**config.mk**
```make
export PLATFORM = sky130hd
export DESIGN_NAME = inst_fetch_unit_flat
export DESIGN_NICKNAME = d
export VERILOG_FILES = /design/src/rtl/ifu_pkg.sv /design/src/rtl/inst_fetch_unit_if.sv /design/src/rtl/ifu_fifo.sv /design/src/rtl/inst_fetch_unit.sv /design/src/flat_wrapper.sv
export SDC_FILE = /design/constraint.sdc
export NUM_CORES = 1
export LEC_CHECK = 0
export CAP_MARGIN = 0
export CORE_ASPECT_RATIO = 0.75
export CORE_MARGIN = 8
export CORE_UTILIZATION = 50
export DETAILED_ROUTE_END_ITERATION = 10
export GPL_TIMING_DRIVEN = 0
export PLACE_DENSITY_LB_ADDON = 0.2
export SLEW_MARGIN = 20
export SYNTH_ARGS = -nofsm -noshare
export SYNTH_HDL_FRONTEND = slang
export SYNTH_SLANG_ARGS = --single-unit
```
**constraint.sdc**
```tcl
create_clock -name clk -period 6.3 [get_ports clk]
set_input_delay 0.63 -clock clk [delete_from_list [all_inputs] [get_ports clk]]
set_output_delay 0.63 -clock clk [all_outputs]
set_load 0.005 [all_outputs]
```
**src/rtl/ifu_pkg.sv**
```systemverilog
// ifu_pkg: shared definitions for the instruction fetch unit and the
// opcode/func control decoder it feeds.
//   IFU_RESET_PC      default first fetch address
//   ifu_state_e       fetch FSM states
//   OP_*/FUNC_*       instruction field slice positions
//   OP_J/OP_JAL/OP_BEQ opcode values shared with the decoder
package ifu_pkg;

  localparam logic [31:0] IFU_RESET_PC = 32'h0000_0000;

  typedef enum logic [1:0] {
    BOOT,
    FETCH,
    DRAIN
  } ifu_state_e;

  localparam int unsigned OP_MSB   = 31;
  localparam int unsigned OP_LSB   = 26;
  localparam int unsigned FUNC_MSB = 5;
  localparam int unsigned FUNC_LSB = 0;

  localparam logic [5:0] OP_J   = 6'h02;
  localparam logic [5:0] OP_JAL = 6'h03;
  localparam logic [5:0] OP_BEQ = 6'h04;

endpackage

```
**src/rtl/inst_fetch_unit_if.sv**
```systemverilog
// inst_fetch_unit_if: bundles the fetch unit's bus signals.
//   imem_*     instruction memory request/grant/response channel
//   inst_*     buffered instruction towards the decoder (valid/ready)
//   redirect_* jump/taken-branch target from execute
// Modports: master = fetch unit side, slave = memory/decoder/execute side.
interface inst_fetch_unit_if #(
  parameter int unsigned ADDR_W = 32
);
  logic              imem_req;
  logic [ADDR_W-1:0] imem_addr;
  logic              imem_gnt;
  logic              imem_rvalid;
  logic [31:0]       imem_rdata;
  logic              inst_valid;
  logic              inst_ready;
  logic [31:0]       inst;
  logic [5:0]        inst_op;
  logic [5:0]        inst_func;
  logic [ADDR_W-1:0] inst_pc;
  logic              redirect_valid;
  logic [ADDR_W-1:0] redirect_pc;

  modport master (
    output imem_req, imem_addr,
    input  imem_gnt, imem_rvalid, imem_rdata,
    output inst_valid, inst, inst_op, inst_func, inst_pc,
    input  inst_ready,
    input  redirect_valid, redirect_pc
  );

  modport slave (
    input  imem_req, imem_addr,
    output imem_gnt, imem_rvalid, imem_rdata,
    input  inst_valid, inst, inst_op, inst_func, inst_pc,
    output inst_ready,
    output redirect_valid, redirect_pc
  );
endinterface

```
**src/rtl/ifu_fifo.sv**
```systemverilog
// ifu_fifo: synchronous FIFO, DEPTH entries (power of two, >=2).
//   clk, rst_n  clock, asynchronous active-low reset
//   push_i      write wdata_i (ignored when full and not popping)
//   pop_i       drop head (ignored when empty)
//   flush_i     empty the FIFO; overrides push/pop
//   wdata_i     payload in
//   rdata_o     head payload
//   count_o     number of stored entries
module ifu_fifo #(
  parameter int unsigned DEPTH = 2,
  parameter int unsigned WIDTH = 64
) (
  input  logic                     clk,
  input  logic                     rst_n,
  input  logic                     push_i,
  input  logic                     pop_i,
  input  logic                     flush_i,
  input  logic [WIDTH-1:0]         wdata_i,
  output logic [WIDTH-1:0]         rdata_o,
  output logic [$clog2(DEPTH):0]   count_o
);
  localparam int unsigned AW = $clog2(DEPTH);
  typedef logic [AW:0] cnt_t;

  logic [WIDTH-1:0] mem_q [DEPTH];
  logic [AW-1:0]    rptr_q, wptr_q;
  cnt_t             count_q;
  logic             do_push, do_pop;

  always_comb begin
    do_pop  = pop_i && (count_q != '0);
    do_push = push_i && ((count_q != cnt_t'(DEPTH)) || do_pop);
  end

  always_ff @(posedge clk or negedge rst_n) begin
    if (!rst_n) begin
      for (int unsigned i = 0; i < DEPTH; i++) mem_q[i] <= '0;
      rptr_q  <= '0;
      wptr_q  <= '0;
      count_q <= '0;
    end else if (flush_i) begin
      rptr_q  <= '0;
      wptr_q  <= '0;
      count_q <= '0;
    end else begin
      if (do_push) begin
        mem_q[wptr_q] <= wdata_i;
        wptr_q        <= wptr_q + 1'b1;
      end
      if (do_pop) rptr_q <= rptr_q + 1'b1;
      count_q <= count_q + cnt_t'(do_push) - cnt_t'(do_pop);
    end
  end

  assign rdata_o = mem_q[rptr_q];
  assign count_o = count_q;

endmodule

```
**src/rtl/inst_fetch_unit.sv**
```systemverilog
// inst_fetch_unit: holds the PC, issues word reads to instruction memory,
// buffers returned words and presents them to the control decoder.
// Jump/branch redirects flush the buffer; words of requests issued before a
// redirect are discarded while the FSM sits in DRAIN.
//   clk, rst_n  rising-edge clock, asynchronous active-low reset
//   ifu         inst_fetch_unit_if.master (imem_*, inst_*, redirect_*)
// Optional feature macro IFU_PERF_CNT_EN adds:
//   perf_fetched  instructions consumed by the decoder (wraps)
//   perf_stall    FETCH cycles with no instruction presented (wraps)
module inst_fetch_unit
  import ifu_pkg::*;
#(
  parameter int unsigned       ADDR_W     = 32,
  parameter logic [ADDR_W-1:0] RESET_PC   = ADDR_W'(IFU_RESET_PC),
  parameter int unsigned       FIFO_DEPTH = 2
) (
  input  logic                 clk,
  input  logic                 rst_n,
  inst_fetch_unit_if.master    ifu
`ifdef IFU_PERF_CNT_EN
  ,
  output logic [31:0]          perf_fetched,
  output logic [31:0]          perf_stall
`endif
);
  localparam int unsigned CNT_W = $clog2(FIFO_DEPTH) + 1;
  typedef logic [CNT_W-1:0] cnt_t;
  typedef logic [CNT_W:0]   sum_t;

  ifu_state_e        state_q, state_d;
  logic [ADDR_W-1:0] pc_q, pc_d;
  cnt_t              out_q, out_d;     // outstanding = tag queue occupancy
  cnt_t              buf_count;
  logic              req, gnt_acc, rvalid_acc, push, pop, buf_valid;
  logic [ADDR_W-1:0] tag_head;
  logic [ADDR_W+31:0] head;
  logic [31:0]       inst_w;

  always_ff @(posedge clk or negedge rst_n) begin : state_reg
    if (!rst_n) begin
      state_q <= BOOT;
      pc_q    <= RESET_PC;
    end else begin
      state_q <= state_d;
      pc_q    <= pc_d;
    end
  end

  always_comb begin : accounting
    gnt_acc    = req & ifu.imem_gnt;
    // A response with nothing outstanding is a protocol error and is ignored.
    rvalid_acc = ifu.imem_rvalid & (out_q != '0);
    out_d      = out_q + cnt_t'(gnt_acc) - cnt_t'(rvalid_acc);
    pc_d       = pc_q;
    if (ifu.redirect_valid)
      pc_d = {ifu.redirect_pc[ADDR_W-1:2], 2'b00};
    else if (gnt_acc)
      pc_d = pc_q + ADDR_W'(4);
    // The flush wins over a same-cycle response: that word is stale anyway.
    push = rvalid_acc & (state_q == FETCH) & ~ifu.redirect_valid;
    pop  = buf_valid & ifu.inst_ready;
  end

  always_comb begin : next_state
    state_d = state_q;
    unique case (state_q)
      BOOT:    state_d = FETCH;
      FETCH:   if (ifu.redirect_valid && (out_d != '0)) state_d = DRAIN;
      DRAIN:   if (out_d == '0) state_d = FETCH;
      default: state_d = BOOT;
    endcase
  end

  // Request only depends on registered state, so once raised it can only be
  // withdrawn by a redirect moving the FSM to DRAIN.
  always_comb begin : outputs
    req = (state_q == FETCH) &&
          ((sum_t'(out_q) + sum_t'(buf_count)) < sum_t'(FIFO_DEPTH));
  end

  // Tags are never flushed: stale responses still retire their address.
  ifu_fifo #(
    .DEPTH (FIFO_DEPTH),
    .WIDTH (ADDR_W)
  ) u_tag_q (
    .clk     (clk),
    .rst_n   (rst_n),
    .push_i  (gnt_acc),
    .pop_i   (rvalid_acc),
    .flush_i (1'b0),
    .wdata_i (pc_q),
    .rdata_o (tag_head),
    .count_o (out_q)
  );

  ifu_fifo #(
    .DEPTH (FIFO_DEPTH),
    .WIDTH (ADDR_W + 32)
  ) u_inst_buf (
    .clk     (clk),
    .rst_n   (rst_n),
    .push_i  (push),
    .pop_i   (pop),
    .flush_i (ifu.redirect_valid),
    .wdata_i ({tag_head, ifu.imem_rdata}),
    .rdata_o (head),
    .count_o (buf_count)
  );

  assign buf_valid     = (buf_count != '0);
  assign inst_w        = buf_valid ? head[31:0] : '0;
  assign ifu.imem_req  = req;
  assign ifu.imem_addr = pc_q;
  assign ifu.inst_valid = buf_valid;
  assign ifu.inst      = inst_w;
  assign ifu.inst_pc   = buf_valid ? head[ADDR_W+31:32] : '0;
  assign ifu.inst_op   = inst_w[OP_MSB:OP_LSB];
  assign ifu.inst_func = inst_w[FUNC_MSB:FUNC_LSB];

`ifdef IFU_PERF_CNT_EN
  always_ff @(posedge clk or negedge rst_n) begin : perf_cnt
    if (!rst_n) begin
      perf_fetched <= '0;
      perf_stall   <= '0;
    end else begin
      if (pop) perf_fetched <= perf_fetched + 32'd1;
      if (!buf_valid && (state_q == FETCH)) perf_stall <= perf_stall + 32'd1;
    end
  end
`endif

endmodule

```
**src/flat_wrapper.sv**
```systemverilog
// flat-port wrapper written by rule: the top's interface ports become plain ports
module inst_fetch_unit_flat import ifu_pkg::*;
#(
  parameter int unsigned       ADDR_W     = 32,
  parameter logic [ADDR_W-1:0] RESET_PC   = ADDR_W'(IFU_RESET_PC),
  parameter int unsigned       FIFO_DEPTH = 2
)
  (clk, rst_n, ifu_imem_req, ifu_imem_addr, ifu_imem_gnt, ifu_imem_rvalid, ifu_imem_rdata, ifu_inst_valid, ifu_inst, ifu_inst_op, ifu_inst_func, ifu_inst_pc, ifu_inst_ready, ifu_redirect_valid, ifu_redirect_pc);
  inst_fetch_unit_if #(.ADDR_W(ADDR_W)) ifu_i ();
  input  logic clk;
  input  logic rst_n;
  output wire logic [$bits(ifu_i.imem_req)-1:0] ifu_imem_req;
  output wire logic [$bits(ifu_i.imem_addr)-1:0] ifu_imem_addr;
  input wire logic [$bits(ifu_i.imem_gnt)-1:0] ifu_imem_gnt;
  input wire logic [$bits(ifu_i.imem_rvalid)-1:0] ifu_imem_rvalid;
  input wire logic [$bits(ifu_i.imem_rdata)-1:0] ifu_imem_rdata;
  output wire logic [$bits(ifu_i.inst_valid)-1:0] ifu_inst_valid;
  output wire logic [$bits(ifu_i.inst)-1:0] ifu_inst;
  output wire logic [$bits(ifu_i.inst_op)-1:0] ifu_inst_op;
  output wire logic [$bits(ifu_i.inst_func)-1:0] ifu_inst_func;
  output wire logic [$bits(ifu_i.inst_pc)-1:0] ifu_inst_pc;
  input wire logic [$bits(ifu_i.inst_ready)-1:0] ifu_inst_ready;
  input wire logic [$bits(ifu_i.redirect_valid)-1:0] ifu_redirect_valid;
  input wire logic [$bits(ifu_i.redirect_pc)-1:0] ifu_redirect_pc;
  assign ifu_imem_req = ifu_i.imem_req;
  assign ifu_imem_addr = ifu_i.imem_addr;
  assign ifu_i.imem_gnt = ifu_imem_gnt;
  assign ifu_i.imem_rvalid = ifu_imem_rvalid;
  assign ifu_i.imem_rdata = ifu_imem_rdata;
  assign ifu_inst_valid = ifu_i.inst_valid;
  assign ifu_inst = ifu_i.inst;
  assign ifu_inst_op = ifu_i.inst_op;
  assign ifu_inst_func = ifu_i.inst_func;
  assign ifu_inst_pc = ifu_i.inst_pc;
  assign ifu_i.inst_ready = ifu_inst_ready;
  assign ifu_i.redirect_valid = ifu_redirect_valid;
  assign ifu_i.redirect_pc = ifu_redirect_pc;
  inst_fetch_unit #(.ADDR_W(ADDR_W), .RESET_PC(RESET_PC), .FIFO_DEPTH(FIFO_DEPTH)) u_core (.clk(clk), .rst_n(rst_n), .ifu(ifu_i));
endmodule
```
==> summary by stage, run 1 <==
Critical path
The worst path required time is 5.67 ns. The register-to-register setup slack is 3.10 ns. The destination of the worst register-to-register timing path is u_core.state_q[0]. The worst setup path is launched from a flip-flop. The number of cell instances on the worst register-to-register path is 12. The category of the critical setup timing path is flip-flop to primary output. The kind of end point of the critical path is a primary output. The reg-to-reg critical path startpoint is u_core.u_inst_buf.count_o[0].

The arrival time of the worst setup path is 3.11 ns. Along the worst path, the maximum fanout reaches 10.

Flow run
The tool flagged a number of max-cap violations equal to 0.

Floorplan
The chip height is 141 um. The area of the die is 25800 sq um. 180 I/O pins were placed. In this run the standard cell core region covers 20400 sq um. The initial core utilization is 0.512. The site row count is 45. The die width is 183 um.

Final layout
The number of fillers in the final layout is 1633. In the final layout, flip-flops and latches occupy 5610 sq um. In the layout the commonest cells are dfrtp_1, clkdlybuf4s50_1, nor2_1.

The number of nets in the layout is 1169. The finished cells cover 13400 sq um. Leaving out fill and tap cells, the most frequent cell in the layout is dfrtp_1. In the final layout, the share of cells above drive strength 1 is 0.157. The area of the multi-input gates is 4400 sq um.

The final antenna diode count is 0. Relative to the synthesized area, the layout overhead comes to 27.9%.

Global routing
The number of antenna violations at the first check in global routing is 0. The final global-route overflow total is 0. The via count of the first global-routing pass is 7323. The maximum number of pins on one net before global-route repair is 81. For this run, the total global-route usage over all layers was measured as 0.192. The first global-routing pass estimated 40100 um of wire.

Clocking
CTS built an H-tree with a depth of 1. The number of setup buffers added after CTS is 0. The clock insertion delay at the later pin of the skew report is 0.50 ns.

The clock tree from TritonCTS is built. The number of cells upsized or downsized after cts is 0. The number of buffers inserted for hold repair after clock tree synthesis is 0. The tree built by TritonCTS fans out to 224 sinks. The number of buffers created by CTS is 22. The maximum buffer depth of the clock tree is 3.

The clock root buffer master is clkbuf_16. Clock-pin slew was measured on the worst setup and hold paths at 0.06 ns.

Timing
The transition time of the tightest slew-check pin is 1.14 ns. The worst pin sits at a relative slew slack of 0.239. The upper clock frequency limit is 267 MHz.

The final worst hold slack is 0.0847 ns. The final hold violation count is 0. The minimum clock period is 3.74 ns. Setup repair after global routing left no endpoint under its margin.

In the finished design, the share of the clock period the worst path needs comes to 0.594. The worst clock skew on the final layout is 0.00985 ns. The number of max-slew violations in the final report came to 0. The final setup violation count is 0.

Route
In the routed design, unresolved DRC markers number 0. Dividing the detail-routed via count by the number of cells gives 5.19. The final routed wire length divided by cell count is 18.0 um. The final routed wirelength across all metal layers is 24900 um. The number of search-and-repair iterations in the first detailed-routing pass is 4. The detailed router finished its first iteration with 395 violations. The via count of the routed design is 7203.

Once detail routing completed, the nets flagged for antenna violations numbered 0.

Min path
The path class of the lowest-slack min-delay path is input port to async pin.

Placed design
The placed wire-length estimate is 18200 um. Once placement finished, the instance area stood at 12600 sq um. Routability-driven placement finished with a final weighted congestion of 0.779. The number of port buffers is 172.

Synth
The synthesized design contains 0 enable-type register cells. The number of different library cells used by synthesis comes to 43. The sequential-to-total area share from yosys stat is 0.537. The most used flip-flop cell after synthesis is dfrtp_1. The count of warnings emitted by yosys is 0. The average size of a mapped cell is 11.7 sq um.

The synthesized design contains 224 register bits. Synthesis produced a netlist whose cell count is 890. The share of synthesized flip-flops with an asynchronous set or reset is 1.00. Summing every instance area after synthesis gives 10400 sq um.

Pwr
The power per cell area is 450 nW/um^2. Summed over all cells, the static leakage comes to 0.00590 uW. The worst-case IR drop observed on VDD is 0.000202 V.

Outcome
The run finished with clean final reports.
==> state kept, by name (all words and copies together), names as in the netlist, 2 cells and up <==
register                   count
u_core.u_inst_buf.count_o      2
u_core.u_inst_buf.mem_q      124
u_core.ifu.imem_addr          30
u_core.u_tag_q.count_o         2
u_core.u_tag_q.mem_q          60
u_core.state_q                 2
==> per-layer routing <==
metal,part of all wire,wire length (um),vias to the layer above,global-route usage
met5,0,0,-,0
met4,0.017,412,0,0.0423
met3,0.049,1230,25,0.0339
met2,0.47,11800,143,0.311
met1,0.46,11500,3598,0.267
li1,-,-,3437,-
==> cells by family after synthesis <==
logic type,count (synthesis),share of synthesized area
other cells,1,0.000359
xor+xnor,37,0.0310
simple gates,224,0.0961
compound gates,97,0.0486
flops,224,0.537
buf+inv,82,0.0431
fa+ha+maj,8,0.0103
mux,217,0.234
==> cell type report <==
class                   instances  share of cell area
plain buffers                  69              0.0300
clock buffers                  35              0.0547
clock inverters                 3             0.00300
inverters                      13             0.00375
multi-input cells             587               0.329
flip-flops and latches        224               0.420
well taps                     282              0.0264
repair buffers                174               0.133
==> how the worst max path moves through the flow <==
stage	end	cells after the start	from	slack, ns
detailed placement	ifu_inst_pc[10]	5	u_core.u_inst_buf.rptr_q	3.11
finish	ifu_inst_pc[10]	5	u_core.u_inst_buf.rptr_q	2.56
global route	ifu_inst_pc[10]	5	u_core.u_inst_buf.rptr_q	2.41
CTS	ifu_inst_pc[10]	5	u_core.u_inst_buf.rptr_q	2.55
global placement	u_core.u_inst_buf.mem_q[51]	1	rst_n	-4.91
floorplan	u_core.state_q[0]	12	u_core.u_tag_q.count_o[0]	3.37
==> Yosys cell counts (2+ instances only) <==
cell / number / share of area
a21oi_1: 32 / 0.015
and2_1: 2 / 0.0012
and3_1: 4 / 0.0024
and4_1: 2 / 0.0017
buf_2: 11 / 0.0053
buf_4: 21 / 0.015
buf_6: 5 / 0.0054
clkbuf_1: 30 / 0.011
dfrtp_1: 224 / 0.54
ha_1: 7 / 0.0084
inv_1: 11 / 0.0040
mux2_1: 39 / 0.042
mux2_2: 55 / 0.059
mux2_4: 30 / 0.043
mux2i_1: 93 / 0.089
nand2_1: 68 / 0.024
nand2b_1: 2 / 0.0012
nand3_1: 8 / 0.0038
nand4_1: 19 / 0.011
nor2_1: 107 / 0.038
nor2b_1: 2 / 0.0012
o21ai_0: 56 / 0.027
o21ai_1: 6 / 0.0029
or3_1: 2 / 0.0012
xnor2_1: 16 / 0.013
xor2_1: 21 / 0.018
==> stage by stage <==
step | instances | setup WS [ns] | utilization | total power [uW] | TNS, ns
final | 1387 | 2.56 | 0.655 | 6010 | 0
after floorplan | 893 | 3.37 | - | 3770 | 0
after global routing | 1387 | 2.41 | 0.655 | 6400 | 0
after CTS | 1387 | 2.55 | 0.655 | 6070 | 0
after global placement | 1347 | -4.91 | 0.615 | 4590 | -1094.34
after detailed placement | 1349 | 3.11 | 0.618 | 4680 | 0
==> power breakdown <==
part           total, uW  internal, uW  leakage, uW  switching [uW]
combinational       2270          1250      0.00272            1010
clock               1370           831     0.000386             535
sequential          2380          2030      0.00279             351
==> critical path: stages, from the launching register on <==
cell,delay (ns)
dfrtp_1,0.32
clkbuf_1,0.58
clkbuf_1,0.74
mux2i_1,0.41
nor2_1,0.08
clkdlybuf4s50_1,0.48
Power figures use the tool's default switching activity.
==> run 2: changes to the inputs <==
--- a/config.mk
+++ b/config.mk
@@ -8,7 +8,7 @@
 export CAP_MARGIN = 0
 export CORE_ASPECT_RATIO = 0.75
 export CORE_MARGIN = 8
-export CORE_UTILIZATION = 50
+export CORE_UTILIZATION = 48
 export DETAILED_ROUTE_END_ITERATION = 10
 export GPL_TIMING_DRIVEN = 0
 export PLACE_DENSITY_LB_ADDON = 0.2
==> constraint.sdc (replaced) <==
create_clock -name clk -period 3.4 [get_ports clk]
set_input_delay 0.34 -clock clk [delete_from_list [all_inputs] [get_ports clk]]
set_output_delay 0.34 -clock clk [all_outputs]
set_load 0.005 [all_outputs]
==> summary by stage, run 2 (same netlist as run 1, synthesis figures left out) <==
Outcome
The run finished with clean final reports.

Pwr
The internal power contribution is 7410 uW (+80%). The share of power burned in registers is 0.402 (+0.006). The switching power as a share of total power was 0.325 (+0.00903). The switching power summed over all nets is 3570 uW (+88%). The power per cell area is 826 nW/um^2 (+83%). The maximum resistive drop on vdd was 0.000497 V (+150%). The clock network fraction of design power is 0.214 (-0.013).

The leakage component of the power is 0.00587 uW (-0.39%). The share of total power in combinational logic is 0.384 (+0.007). The total power after layout is 11000 uW (+83%).

Timing
The final hold violation count is 0 (unchanged). Timing would allow up to 315 MHz. The number of max-slew violations in the final report is 0 (unchanged). Dividing the final minimum period by the clock period gives 0.934. The minimum clock period is 3.17 ns. Setup repair after global routing left no endpoint under its margin.

The final worst hold slack is 0.315 ns (+0.231 ns). The worst clock skew on the final layout is 0.00681 ns (-0.00304 ns). The headroom to the max-slew limit came to 0.450 (+0.211). The final setup violation count is 0 (unchanged). The setup TNS after final layout is 0 ns (unchanged). The transition time of the tightest slew-check pin was 0.825 ns (-0.313 ns).

Critical path
The worst path required time is 3.06 ns (-2.61 ns). The arrival time of the worst setup path came to 2.83 ns (-0.28 ns). The maximum net fanout on the critical path is 10 (unchanged). The worst setup path is launched from a flip-flop. The worst setup path is of the flip-flop to primary output kind. The kind of end point of the critical path is a primary output.

Final layout
The largest register by flop count is u_core.u_inst_buf.mem_q. The number of nets in the layout came to 1171 (+0.17%). The area taken by flip-flops and latches is 5610 sq um (unchanged). The area growth from synthesis to layout is 27.4%. The fraction of layout cells with a size suffix above 1 is 0.158 (+0.000619). The library cell used most frequently in the layout, excluding fill and tap cells, is dfrtp_1. The area of the multi-input gates is 4400 sq um (about the same). The number of flip-flops under the largest register name is 124 (unchanged). The post-route standard cell area excluding fillers is 13300 sq um (-0.42%).

The number of fillers in the final layout was 1736 (+6.3%). The library cells used most frequently in the layout, excluding fill and tap cells, are dfrtp_1, clkdlybuf4s50_1, nor2_1.

Global routing
The global routing stage identified its most utilized layer as met2. The maximum number of pins on one net before global-route repair is 93 (+15%). The met3 routing resource usage after global routing came to 0.0378 (+0.00388). The total track usage was 0.188 (-0.00390).

The via count of the first global-routing pass is 7502 (+2.4%). The final global-route overflow total is 0 (unchanged). The global-route wire length before repair came to 40900 um (+2.1%). The fraction of met1 tracks used by global routing is 0.263 (-0.00420).

The number of antenna violations at the first check in global routing is 1 (+1). The met2 demand-to-capacity share in global routing is 0.300 (-0.0110).

Clocking
The clock-pin slew reported for the worst setup and hold paths after clock tree synthesis is 0.06 ns (about the same). CTS placed an instance of clkbuf_16 at the clock tree root. The number of buffers created by CTS is 23 (+4.5%). The deepest level of the CTS H-tree came to 1 (unchanged). The clock sink count is 224 (unchanged). The maximum buffer depth of the clock tree came to 3 (unchanged). The clock tree from TritonCTS is built. The clock insertion delay at the later pin of the skew report is 0.51 ns (about the same).

Placed design
The cell area reported after detailed placement is 12600 sq um (about the same). The placed wire-length estimate is 18400 um (+0.99%). The number of port buffers is 172 (unchanged).

The final weighted congestion in routability-driven placement is 0.782 (+0.31%).

Route
The final routed wirelength across all metal layers was 25700 um (+3.1%). The via count of the routed design came to 7208 (+0.069%). The final routed wire length divided by cell count came to 18.4 um (+2.4%). The number of nets still failing antenna checks after routing is 0 (unchanged). The number of search-and-repair iterations in the first detailed-routing pass is 4 (unchanged). The number of DRC violations after detailed-routing iteration 0 is 474 (+20%). The DRC violation count after routing was 0 (unchanged). The detailed-route vias per instance is 5.16 (-0.58%).

Floorplan
The initial core utilization was 0.492 (-0.0206). The site row count is 46 (+2.2%). The area of the core came to 21200 sq um (+4.2%). The area of the die is 26800 sq um (+3.7%). The number of top-level design ports is 180 (unchanged).

The die width is 186 um (+1.9%). The chip height came to 144 um (+1.8%).

Flow run
The number of max-cap violations is 0 (unchanged).

Min path
The min-delay analysis places its worst path in the category input port to async pin.
[run 2: worst max-delay path, cell delays in order, from the launching register on]
cell             delay [ns]
dfrtp_1                0.32
clkbuf_1               0.54
clkbuf_1               0.63
mux2i_1                0.20
nor2_1                 0.13
clkdlybuf4s50_1        0.51
[run 2: path summary, 6_finish.rpt]
| kind | start | end | slack, ns | cells after the start |
|---|---|---|---|---|
| min in group clk | ifu_redirect_valid | u_core.u_inst_buf.count_o[0] | 0.32 | 2 |
| worst max-delay path | u_core.u_inst_buf.rptr_q | ifu_inst_pc[19] | 0.23 | 5 |
| worst min-delay path | rst_n | u_core.u_inst_buf.mem_q[18] | 0.32 | 2 |
| worst max register to register | u_core.u_inst_buf.count_o[0] | u_core.state_q[0] | 0.27 | 12 |
| worst min register to register | u_core.u_inst_buf.mem_q[48] | u_core.u_inst_buf.mem_q[48] | 0.48 | 2 |
| max in group asynchronous | rst_n | u_core.u_inst_buf.mem_q[122] | 1.90 | 4 |
[run 2: repair_timing]
item,CTS,global route
resized for setup,3,3
buffers inserted,0,0
hold buffers,1,0
endpoints found under the setup margin,11,6
endpoints found under the hold margin,47,0
[run 2: metrics by stage]
step                       util  worst slack, ns  std cells
after floorplan               -            0.470        893
after global placement    0.590            -7.58       1353
after detailed placement  0.593            0.295       1355
after CTS                 0.626           0.0221       1395
after global routing      0.626           0.0608       1396
final                     0.626            0.226       1396
[run 2: layout make-up]
cell class,instances,share of cell area
tap,288,0.0271
buffer,69,0.0306
timing repair buffer,175,0.135
multi-input combinational,587,0.331
clock buffer,34,0.0494
sequential,224,0.421
clock inverter,5,0.00216
inverter,13,0.00376
antenna,1,0.000188
[run 2: layer usage]
metal / vias up / wire (um)
li1: 3432 / -
met1: 3583 / 12200
met2: 161 / 11700
met3: 32 / 1240
met4: 0 / 478
met5: - / 0
[run 2: power groups by stage]
stage	clock network (uW)	registers (uW)	logic [uW]
after floorplan	0	4260	2730
after global placement	0	4400	4150
after detailed placement	0	4440	4260
after CTS	2400	4400	4280
after global routing	2510	4550	4640
final	2350	4410	4220
==> run 3: changes to the inputs <==
--- a/config.mk
+++ b/config.mk
@@ -9,6 +9,7 @@
 export CORE_ASPECT_RATIO = 0.75
 export CORE_MARGIN = 8
 export CORE_UTILIZATION = 48
+export CTS_CLUSTER_DIAMETER = 100
 export DETAILED_ROUTE_END_ITERATION = 10
 export GPL_TIMING_DRIVEN = 0
 export PLACE_DENSITY_LB_ADDON = 0.2
==> results of run 3 <==
Same layout as run 2: the final DEF is identical, and so are final timing and power.
